### src/rtl/fir_sample_feeder_if.sv
// fir_sample_feeder_if: valid/ready sample stream from the feeder to the FIR input.
//   valid - head sample is available (driven by the feeder)
//   data  - head sample, signed two's complement (driven by the feeder)
//   ready - FIR accepts the head sample (driven by the FIR)
// A transfer happens on every clock edge where valid && ready.
interface fir_sample_feeder_if #(
   parameter int unsigned SAMP_WIDTH = 24
);
   logic                  valid;
   logic                  ready;
   logic [SAMP_WIDTH-1:0] data;

   modport master (output valid, output data, input ready);
   modport slave  (input valid, input data, output ready);
endinterface

### src/rtl/fir_sample_feeder.sv
// fir_sample_feeder: sample-rate front end ahead of the FIR low-pass filter.
// Decimates the free-running generator output with a programmable divider, adds an
// arithmetically shifted noise sample to the clean sample, buffers the result in a small
// FIFO and hands it to the FIR over a valid/ready stream. Samples lost to a full FIFO are
// counted (saturating).
//
// Build option: define FIR_FEEDER_SAT_EN to saturate the mixed sum; without it the sum
// wraps in two's complement and no clamp logic is built.
//
// Ports:
//   i_clk, i_rst_n  clock, asynchronous active-low reset
//   i_en            divider enable; low holds the divider at 0 (pipeline and FIFO still drain)
//   i_rate_div      strobe period minus one, in clock cycles
//   i_sig, i_noise  clean and noise samples, signed
//   i_noise_shift   arithmetic right shift applied to i_noise (0..3)
//   fir             output stream (master): valid/data out, ready in
//   o_fifo_lvl      current FIFO occupancy
//   o_drop_cnt      samples discarded because the FIFO was full, saturating
module fir_sample_feeder #(
   parameter int unsigned SAMP_WIDTH = 24,
   parameter int unsigned FIFO_DEPTH = 4,   // power of two, >= 2
   parameter int unsigned DROP_WIDTH = 16
) (
   input  logic                          i_clk,
   input  logic                          i_rst_n,
   input  logic                          i_en,
   input  logic [15:0]                   i_rate_div,
   input  logic [SAMP_WIDTH-1:0]         i_sig,
   input  logic [SAMP_WIDTH-1:0]         i_noise,
   input  logic [1:0]                    i_noise_shift,
   fir_sample_feeder_if.master           fir,
   output logic [$clog2(FIFO_DEPTH):0]   o_fifo_lvl,
   output logic [DROP_WIDTH-1:0]         o_drop_cnt
);

   localparam int unsigned PTR_W = $clog2(FIFO_DEPTH);
   localparam int unsigned LVL_W = PTR_W + 1;
   localparam logic [LVL_W-1:0] LVL_FULL = LVL_W'(FIFO_DEPTH);

   // ---------------------------------------------------------------- divider
   logic [15:0] div_q, div_d;
   logic        strobe;

   assign strobe = i_en && (div_q == i_rate_div);

   always_comb begin
      div_d = div_q + 16'd1;   // wraps through 0xFFFF if i_rate_div drops below the count
      if (!i_en || strobe) begin
         div_d = '0;
      end
   end

   always_ff @(posedge i_clk or negedge i_rst_n) begin
      if (!i_rst_n) begin
         div_q <= '0;
      end else begin
         div_q <= div_d;
      end
   end

   // ---------------------------------------------------------------- capture stage
   logic                         s1_valid_q;
   logic signed [SAMP_WIDTH-1:0] s1_sig_q;
   logic signed [SAMP_WIDTH-1:0] s1_noise_q;
   logic [1:0]                   s1_shift_q;

   always_ff @(posedge i_clk or negedge i_rst_n) begin
      if (!i_rst_n) begin
         s1_valid_q <= 1'b0;
         s1_sig_q   <= '0;
         s1_noise_q <= '0;
         s1_shift_q <= '0;
      end else begin
         s1_valid_q <= strobe;
         if (strobe) begin
            s1_sig_q   <= i_sig;
            s1_noise_q <= i_noise;
            s1_shift_q <= i_noise_shift;
         end
      end
   end

   // ---------------------------------------------------------------- mix stage
   logic signed [SAMP_WIDTH-1:0] noise_sh;
   logic        [SAMP_WIDTH-1:0] mix;
   logic                         s2_valid_q;
   logic        [SAMP_WIDTH-1:0] s2_data_q;

   assign noise_sh = s1_noise_q >>> s1_shift_q;

`ifdef FIR_FEEDER_SAT_EN
   logic [SAMP_WIDTH:0] sum_wide;

   always_comb begin
      sum_wide = {s1_sig_q[SAMP_WIDTH-1], s1_sig_q} + {noise_sh[SAMP_WIDTH-1], noise_sh};
      // The two top bits differ only when the sum left the SAMP_WIDTH range.
      if (sum_wide[SAMP_WIDTH] != sum_wide[SAMP_WIDTH-1]) begin
         mix = sum_wide[SAMP_WIDTH] ? {1'b1, {(SAMP_WIDTH-1){1'b0}}}
                                    : {1'b0, {(SAMP_WIDTH-1){1'b1}}};
      end else begin
         mix = sum_wide[SAMP_WIDTH-1:0];
      end
   end
`else
   assign mix = s1_sig_q + noise_sh;
`endif

   always_ff @(posedge i_clk or negedge i_rst_n) begin
      if (!i_rst_n) begin
         s2_valid_q <= 1'b0;
         s2_data_q  <= '0;
      end else begin
         s2_valid_q <= s1_valid_q;
         if (s1_valid_q) begin
            s2_data_q <= mix;
         end
      end
   end

   // ---------------------------------------------------------------- output FIFO
   logic [SAMP_WIDTH-1:0] mem_q [FIFO_DEPTH];
   logic [PTR_W-1:0]      wr_ptr_q, rd_ptr_q;
   logic [LVL_W-1:0]      lvl_q, lvl_d;
   logic [DROP_WIDTH-1:0] drop_cnt_q;
   logic                  full, pop, push_ok, drop;

   assign full    = (lvl_q == LVL_FULL);
   assign pop     = fir.valid && fir.ready;
   // A full FIFO still takes the sample when the head leaves in the same cycle.
   assign push_ok = s2_valid_q && (!full || pop);
   assign drop    = s2_valid_q && full && !pop;

   always_comb begin
      lvl_d = lvl_q;
      unique case ({push_ok, pop})
         2'b10:   lvl_d = lvl_q + LVL_W'(1);
         2'b01:   lvl_d = lvl_q - LVL_W'(1);
         default: lvl_d = lvl_q;
      endcase
   end

   always_ff @(posedge i_clk or negedge i_rst_n) begin
      if (!i_rst_n) begin
         for (int i = 0; i < int'(FIFO_DEPTH); i++) begin
            mem_q[i] <= '0;
         end
         wr_ptr_q   <= '0;
         rd_ptr_q   <= '0;
         lvl_q      <= '0;
         drop_cnt_q <= '0;
      end else begin
         lvl_q <= lvl_d;
         if (push_ok) begin
            mem_q[wr_ptr_q] <= s2_data_q;
            wr_ptr_q        <= wr_ptr_q + PTR_W'(1);
         end
         if (pop) begin
            rd_ptr_q <= rd_ptr_q + PTR_W'(1);
         end
         if (drop && (drop_cnt_q != '1)) begin
            drop_cnt_q <= drop_cnt_q + DROP_WIDTH'(1);
         end
      end
   end

   assign fir.valid  = (lvl_q != '0);
   assign fir.data   = mem_q[rd_ptr_q];
   assign o_fifo_lvl = lvl_q;
   assign o_drop_cnt = drop_cnt_q;

endmodule

### src/flat_wrapper.sv
// flat-port wrapper written by rule: the top's interface ports become plain ports
module fir_sample_feeder_flat 
#(
   parameter int unsigned SAMP_WIDTH = 24,
   parameter int unsigned FIFO_DEPTH = 4,                        
   parameter int unsigned DROP_WIDTH = 16
)
  (i_clk, i_rst_n, i_en, i_rate_div, i_sig, i_noise, i_noise_shift, o_fifo_lvl, o_drop_cnt, fir_valid, fir_data, fir_ready);
  fir_sample_feeder_if #(.SAMP_WIDTH(SAMP_WIDTH)) fir_i ();
  input  logic i_clk;
  input  logic i_rst_n;
  input  logic i_en;
  input  logic [15:0] i_rate_div;
  input  logic [SAMP_WIDTH-1:0] i_sig;
  input  logic [SAMP_WIDTH-1:0] i_noise;
  input  logic [1:0] i_noise_shift;
  output logic [$clog2(FIFO_DEPTH):0] o_fifo_lvl;
  output logic [DROP_WIDTH-1:0] o_drop_cnt;
  output wire logic [$bits(fir_i.valid)-1:0] fir_valid;
  output wire logic [$bits(fir_i.data)-1:0] fir_data;
  input wire logic [$bits(fir_i.ready)-1:0] fir_ready;
  assign fir_valid = fir_i.valid;
  assign fir_data = fir_i.data;
  assign fir_i.ready = fir_ready;
  fir_sample_feeder #(.SAMP_WIDTH(SAMP_WIDTH), .FIFO_DEPTH(FIFO_DEPTH), .DROP_WIDTH(DROP_WIDTH)) u_core (.i_clk(i_clk), .i_rst_n(i_rst_n), .i_en(i_en), .i_rate_div(i_rate_div), .i_sig(i_sig), .i_noise(i_noise), .i_noise_shift(i_noise_shift), .fir(fir_i), .o_fifo_lvl(o_fifo_lvl), .o_drop_cnt(o_drop_cnt));
endmodule
### config.mk
export PLATFORM = sky130hd
export DESIGN_NAME = fir_sample_feeder_flat
export DESIGN_NICKNAME = d
export VERILOG_FILES = /design/src/rtl/fir_sample_feeder_if.sv /design/src/rtl/fir_sample_feeder.sv /design/src/flat_wrapper.sv
export SDC_FILE = /design/constraint.sdc
export NUM_CORES = 1
export LEC_CHECK = 0
export ABC_AREA = 1
export CAP_MARGIN = 10
export CORE_UTILIZATION = 45
export CTS_BUF_LIST = sky130_fd_sc_hd__clkbuf_8
export CTS_CLUSTER_DIAMETER = 200
export DETAILED_ROUTE_END_ITERATION = 8
export MAX_ROUTING_LAYER = met4
export PLACE_DENSITY = 0.68
export SYNTH_ARGS = -nofsm -noshare
export SYNTH_HDL_FRONTEND = slang
export SYNTH_SLANG_ARGS = --single-unit
### constraint.sdc
create_clock -name i_clk -period 3.2 [get_ports i_clk]
set_clock_uncertainty 0.2 [all_clocks]
set_input_delay 0.8 -clock i_clk [delete_from_list [all_inputs] [get_ports i_clk]]
set_output_delay 0.8 -clock i_clk [all_outputs]
set_load 0.03 [all_outputs]
After elaboration in Yosys (flattened, before gate mapping) --
Cells that the tools add are included. W data, S select, Z words.
Word-level totals: flip-flop bits (word level) 211, input port bits 70, output and inout bits 44, logic and storage cells 55
Cells by class: $add $sub $neg 7, $lt $le $gt $ge 3, equality and inequality tests 5, shift operators 1, muxes and demuxes 8, bitwise logic cells 2, reduce and logical (&&, ||, !) cells 14
Operator list (number):
- $bwmux W96 | 1
- $mux W24 | 3
- $bmux W24 S2 | 1
- $demux W24 S2 | 1
- $add A16 B1 Y16 const B | 2
- $add A24 B24 Y24 | 1
- $sshr A24 B2 Y24 | 1
- $eq A16 B16 Y1 | 1
- $mux W16 | 1
- $ne A16 B16 Y1 const B | 1
- $logic_and A1 B1 Y1 | 7
- $ge A3 B3 Y1 const B | 2
- $not A2 Y3 | 2
- $pmux W3 S2 | 1
- $add A2 B1 Y2 const B | 2
- $add A3 B1 Y3 const B | 1
- $eq A3 B3 Y1 const B | 1
- $logic_not A1 Y1 | 3
- $lt A3 B1 Y1 const B | 1
- $reduce_bool A3 Y1 | 1
- $sub A3 B1 Y3 const B | 1
- $eq A2 B1 Y1 const B | 1
- $eq A2 B2 Y1 const B | 1
- $logic_or A1 B1 Y1 | 2
- $reduce_bool A2 Y1 | 1

Longest topological paths before layout --
word-level depth 6, depth in mapped cells 19

Least setup slack after synthesis --
Ideal clock, no wire load.
path type reg-to-reg, start register u_core.s1_shift_q[0], end register u_core.s2_data_q[10], setup time 0.118 ns, data arrival time 2.463 ns, data required time 2.882 ns, setup slack 0.419 ns, cell stages (with the launch flop) 14, period minus slack after synthesis 2.781 ns, cell sequence dfrtp_1 clkbuf_1 clkbuf_1 mux2i_1 o21ai_0 ha_1 fa_1 nand3_1 inv_1 nand3_1 nand3_1 or2_2 nand3_1 nand2_1
Between the ends: word-level cells in the longest chain between the ends 2
Ends and longest elaborated chain:
- from (decl) | line fir_sample_feeder.sv:65 | logic [1:0] s1_shift_q;
- from (signal assigned) | line fir_sample_feeder.sv:78 | s1_shift_q <= i_noise_shift;
- $sshr A24 B2 Y24 | line fir_sample_feeder.sv:89 | assign noise_sh = s1_noise_q >>> s1_shift_q;
- $add A24 B24 Y24 | line fir_sample_feeder.sv:105 | assign mix = s1_sig_q + noise_sh;
- to (signal assigned) | line fir_sample_feeder.sv:115 | s2_data_q <= mix;
- to (decl) | line fir_sample_feeder.sv:87 | logic [SAMP_WIDTH-1:0] s2_data_q;
Every way passes these cells. A chain may end at the register's enable or synchronous reset.

Worst setup path after layout --
start register u_core.rd_ptr_q[0], end output port fir_data[6]
Between the ends: word-level cells in the longest chain between the ends 4
Ends and longest elaborated chain:
- from (decl) | line fir_sample_feeder.sv:122 | logic [PTR_W-1:0] wr_ptr_q, rd_ptr_q;
- from (signal assigned) | line fir_sample_feeder.sv:158 | rd_ptr_q <= rd_ptr_q + PTR_W'(1);
- $not A2 Y3 (not written as such) | line fir_sample_feeder.sv:167 | assign fir.data = mem_q[rd_ptr_q];
- $bmux W24 S2 | line fir_sample_feeder.sv:167
- $mux W24 (not written as such) (2 in a row) | line fir_sample_feeder.sv:167
- to (decl) | line flat_wrapper.sv:20 | output wire logic [$bits(fir_i.data)-1:0] fir_data;
Every way passes these cells. The select of a mux whose other input is x is not followed.

==> out/qor.yml <==
logic_synthesis:
  ys_async_sr_fraction: 1.00
  yosys.area_share.simple: 0.236
  ys_ff_latch: 211
  synth_top_family_by_area: "simple AND/OR/NAND/NOR gates"
  synth_nets: 1495
  yosys_warnings: 0
  synth_flop_cell: "dfrtp_1"
  synth_cells: 1393
  synth.avg_cell_area_um2: 8.34
  synth_area_leaders: "dfrtp_1 (45%), nand2_1 (12%), mux2_2 (9.4%)"
  netlist.top_cell.by_area: "dfrtp_1"
  ys_types: 33
  synth_edf_count: 0
  yosys-mux-area-fraction: 0.0966
  synth_top_cell_area_share: 0.454
  synth-xor-area-share: 0.0377
  yosysSeqAreaShare: 0.454
  synthAdderAreaFrac: 0.0357
  syn-cell-area_um2: 11600
  synth-compound-area-share: 0.0704
global_routing:
  grt_max_degree: 75
  antenna_found_initial: 0
  grt_overflow: 0
  grt_first_pass_wirelength_um: 44800
  grt_pass1_vias: 9154
  grtUsageTotal: 0.215
routing:
  drt_iter0_drc: 577
  wire_per_inst_um: 14.2
  totalWireLength_um: 26600
  firstDrtPassIters: 5
  vias_per_cell: 5.14
  vias: 9641
  drc_errors: 0
  ant_nets: 0
critical_path:
  critPathLaunchType: "flip-flop"
  worstPathMaxFanout: 35
  crit_start: "u_core.rd_ptr_q[0]"
  timing.critical_path.to_type: "output port"
  reg2reg_to: "u_core.s2_data_q[16]"
  crit_top_cell: "buf_4"
  rr_startpoint: "u_core.s1_shift_q[0]"
  cp_slowest_cell: "dfrtp_1"
  required_ns: 2.20
  ff2ff_path_depth: 14
  r2r_slack_ns: 0.37
  critical_path_buf_inv_count: 3
  path_delay_family: "buffers and inverters"
  slowest_delay_ns: 0.39
  path_cells: "buf_8 > buf_4 > o21ai_0 > o22ai_1 > buf_4"
  cp_data_arrival_time_ns: 2.03
  path_class: "reg -> out"
clock_tree:
  insertion_delay_ns: 0.54
  cts_root_buf: "clkbuf_8"
  numCtsBuffers: 38
  path_clk_slew_ns: 0.06
  post-cts-setup-buffer-count: 0
  cts_tree: "built"
  cts_hold_buf: 0
  cts_buffer_depth: 3
  cts_num_sinks: 211
  h-tree-depth: 2
floorplanning:
  core_um2: 25300
  dieArea_um2: 26500
  num_rows: 58
  dieWidth_um: 163
  ioPinCount: 114
  start_util: 0.460
  die_y_um: 163
power_and_ir_drop:
  seqPwrFrac: 0.377
  clockPowerShare: 0.346
  p_sw_w: 0.00242
  p_leak_nw: 7.16
  p_int_w: 0.00484
  vdd_drop_max_mv: 0.445
  p_sw_frac: 0.333
  p_comb_frac: 0.276
  total_power_w: 0.00726
  power_density_nw_per_um2: 521
run:
  max-cap-violations: 0
cells_and_area:
  regArea_um2: 5280
  nets: 1619
  drive_gt1_frac: 0.144
  layout_common_cells: "nand2_1 (371), dfrtp_1 (211), inv_1 (145), nor2_1 (115), o21ai_0 (98)"
  fillers: 2337
  final_common_cell: "nand2_1"
  area_growth_pct: 20.1
  antennaDiodeCount: 0
  multi_input_area_um2: 5550
timing:
  fin_crit_sh: 0.948
  fin_crit_ns: 3.03
  max_freq_ghz: 0.330
  hold_violations: 0
  slew_viol_final: 0
  rsz0062_at_grt: "no"
  worstMarginPinSlew_ns: 0.734
  finalSetupViolCount: 0
  relSlewSlack: 0.510
  final.setup.tns_ns: 0
placed_design:
  gp_congestion: 0.899
  portBuffers: 113
  detailed_place_hpwl_um: 19300
min_path:
  hold_class: "in -> async"
run_status:
  status: "completed"
[repair_timing]
action | 4_1_cts | 5_1_grt
pin swaps | 0 | 0
endpoints found under the setup margin | 9 | 1
gates resized for setup | 11 | 2
[per-layer routing]
layer	track usage	routed length, µm
met5	-	0
met4	0.0527	441
met3	0.0346	1180
met2	0.337	12100
met1	0.292	13000
[worst register-to-register path, stage by stage (launching register included)]
cell,delay [ns]
dfrtp_1,0.48
buf_4,0.20
nand2_1,0.06
o211ai_1,0.07
o21ai_0,0.20
ha_1,0.31
fa_1,0.42
nand3_1,0.11
nand3_1,0.15
nand2_1,0.10
nand2_1,0.10
nand3_1,0.11
nand3b_1,0.09
nand3_1,0.09
nand2_1,0.05
[cell usage after synthesis (25+ instances only)]
cell type and count:
o21ai_0 98, nor2_1 115, mux2_2 97, ha_1 30
dfrtp_1 211, clkbuf_1 36, a21oi_1 25, inv_1 136
xnor2_1 27, nand2_1 371, nand3_1 53, nand4_1 64
[layout make-up]
class                      count  area share
clock buffer                  46      0.0454
clock inverter                22     0.00932
inverter                     137      0.0369
multi-input combinational    982       0.398
sequential                   211       0.378
tap                          330      0.0296
timing repair buffer         147       0.103
[cells by family (layout without fill, tap and decap cells)]
| family | Yosys count | count (layout) |
|---|---|---|
| xor+xnor | 50 | 50 |
| buf+inv | 200 | 352 |
| flops | 211 | 211 |
| mux | 100 | 100 |
| simple gates | 644 | 644 |
| compound gates | 156 | 156 |
| fa+ha+maj | 32 | 32 |
[stage by stage]
step | instance area, µm² | setup slack [ns] | util | hold WS [ns] | instances
after detailed placement | 13200 | 0.242 | 0.522 | 0.261 | 1807
after CTS | 13900 | 0.103 | 0.552 | 0.0909 | 1875
final | 14000 | 0.165 | 0.553 | 0.0877 | 1875
after floorplan | 11600 | 0.419 | - | 0.172 | 1393
after global placement | 13200 | 0.291 | 0.522 | 0.258 | 1807
after global routing | 14000 | 0.0595 | 0.553 | 0.113 | 1875
[how the worst max path moves through the flow]
stage	slack (ns)	cells past startpoint	end
3_3_place_gp	0.29	10	u_core.o_fifo_lvl[2]
4_1_cts	0.10	5	fir_data[3]
3_5_place_dp	0.24	10	u_core.o_fifo_lvl[2]
6_report	0.17	5	fir_data[6]
5_1_grt	0.06	5	fir_data[6]
2_1_floorplan	0.42	13	u_core.s2_data_q[10]
[power groups by stage]
stage | logic, W | clock network [W] | registers (W)
after floorplan | 0.00115 | 0 | 0.00282
after global placement | 0.00204 | 0 | 0.00278
after detailed placement | 0.00205 | 0 | 0.00278
after CTS | 0.00201 | 0.00260 | 0.00274
after global routing | 0.00218 | 0.00274 | 0.00274
final | 0.00201 | 0.00252 | 0.00274
[flip-flops by register name, indices dropped and copies added (netlist names)]
signal / cells
u_core.s2_valid_q: 1
u_core.o_fifo_lvl: 3
u_core.s2_data_q: 24
u_core.mem_q: 96
u_core.s1_sig_q: 24
u_core.wr_ptr_q: 2
u_core.s1_shift_q: 2
u_core.s1_noise_q: 24
u_core.rd_ptr_q: 2
u_core.o_drop_cnt: 16
u_core.div_q: 16
u_core.s1_valid_q: 1
Note: power is estimated with default switching activity, not from simulation.
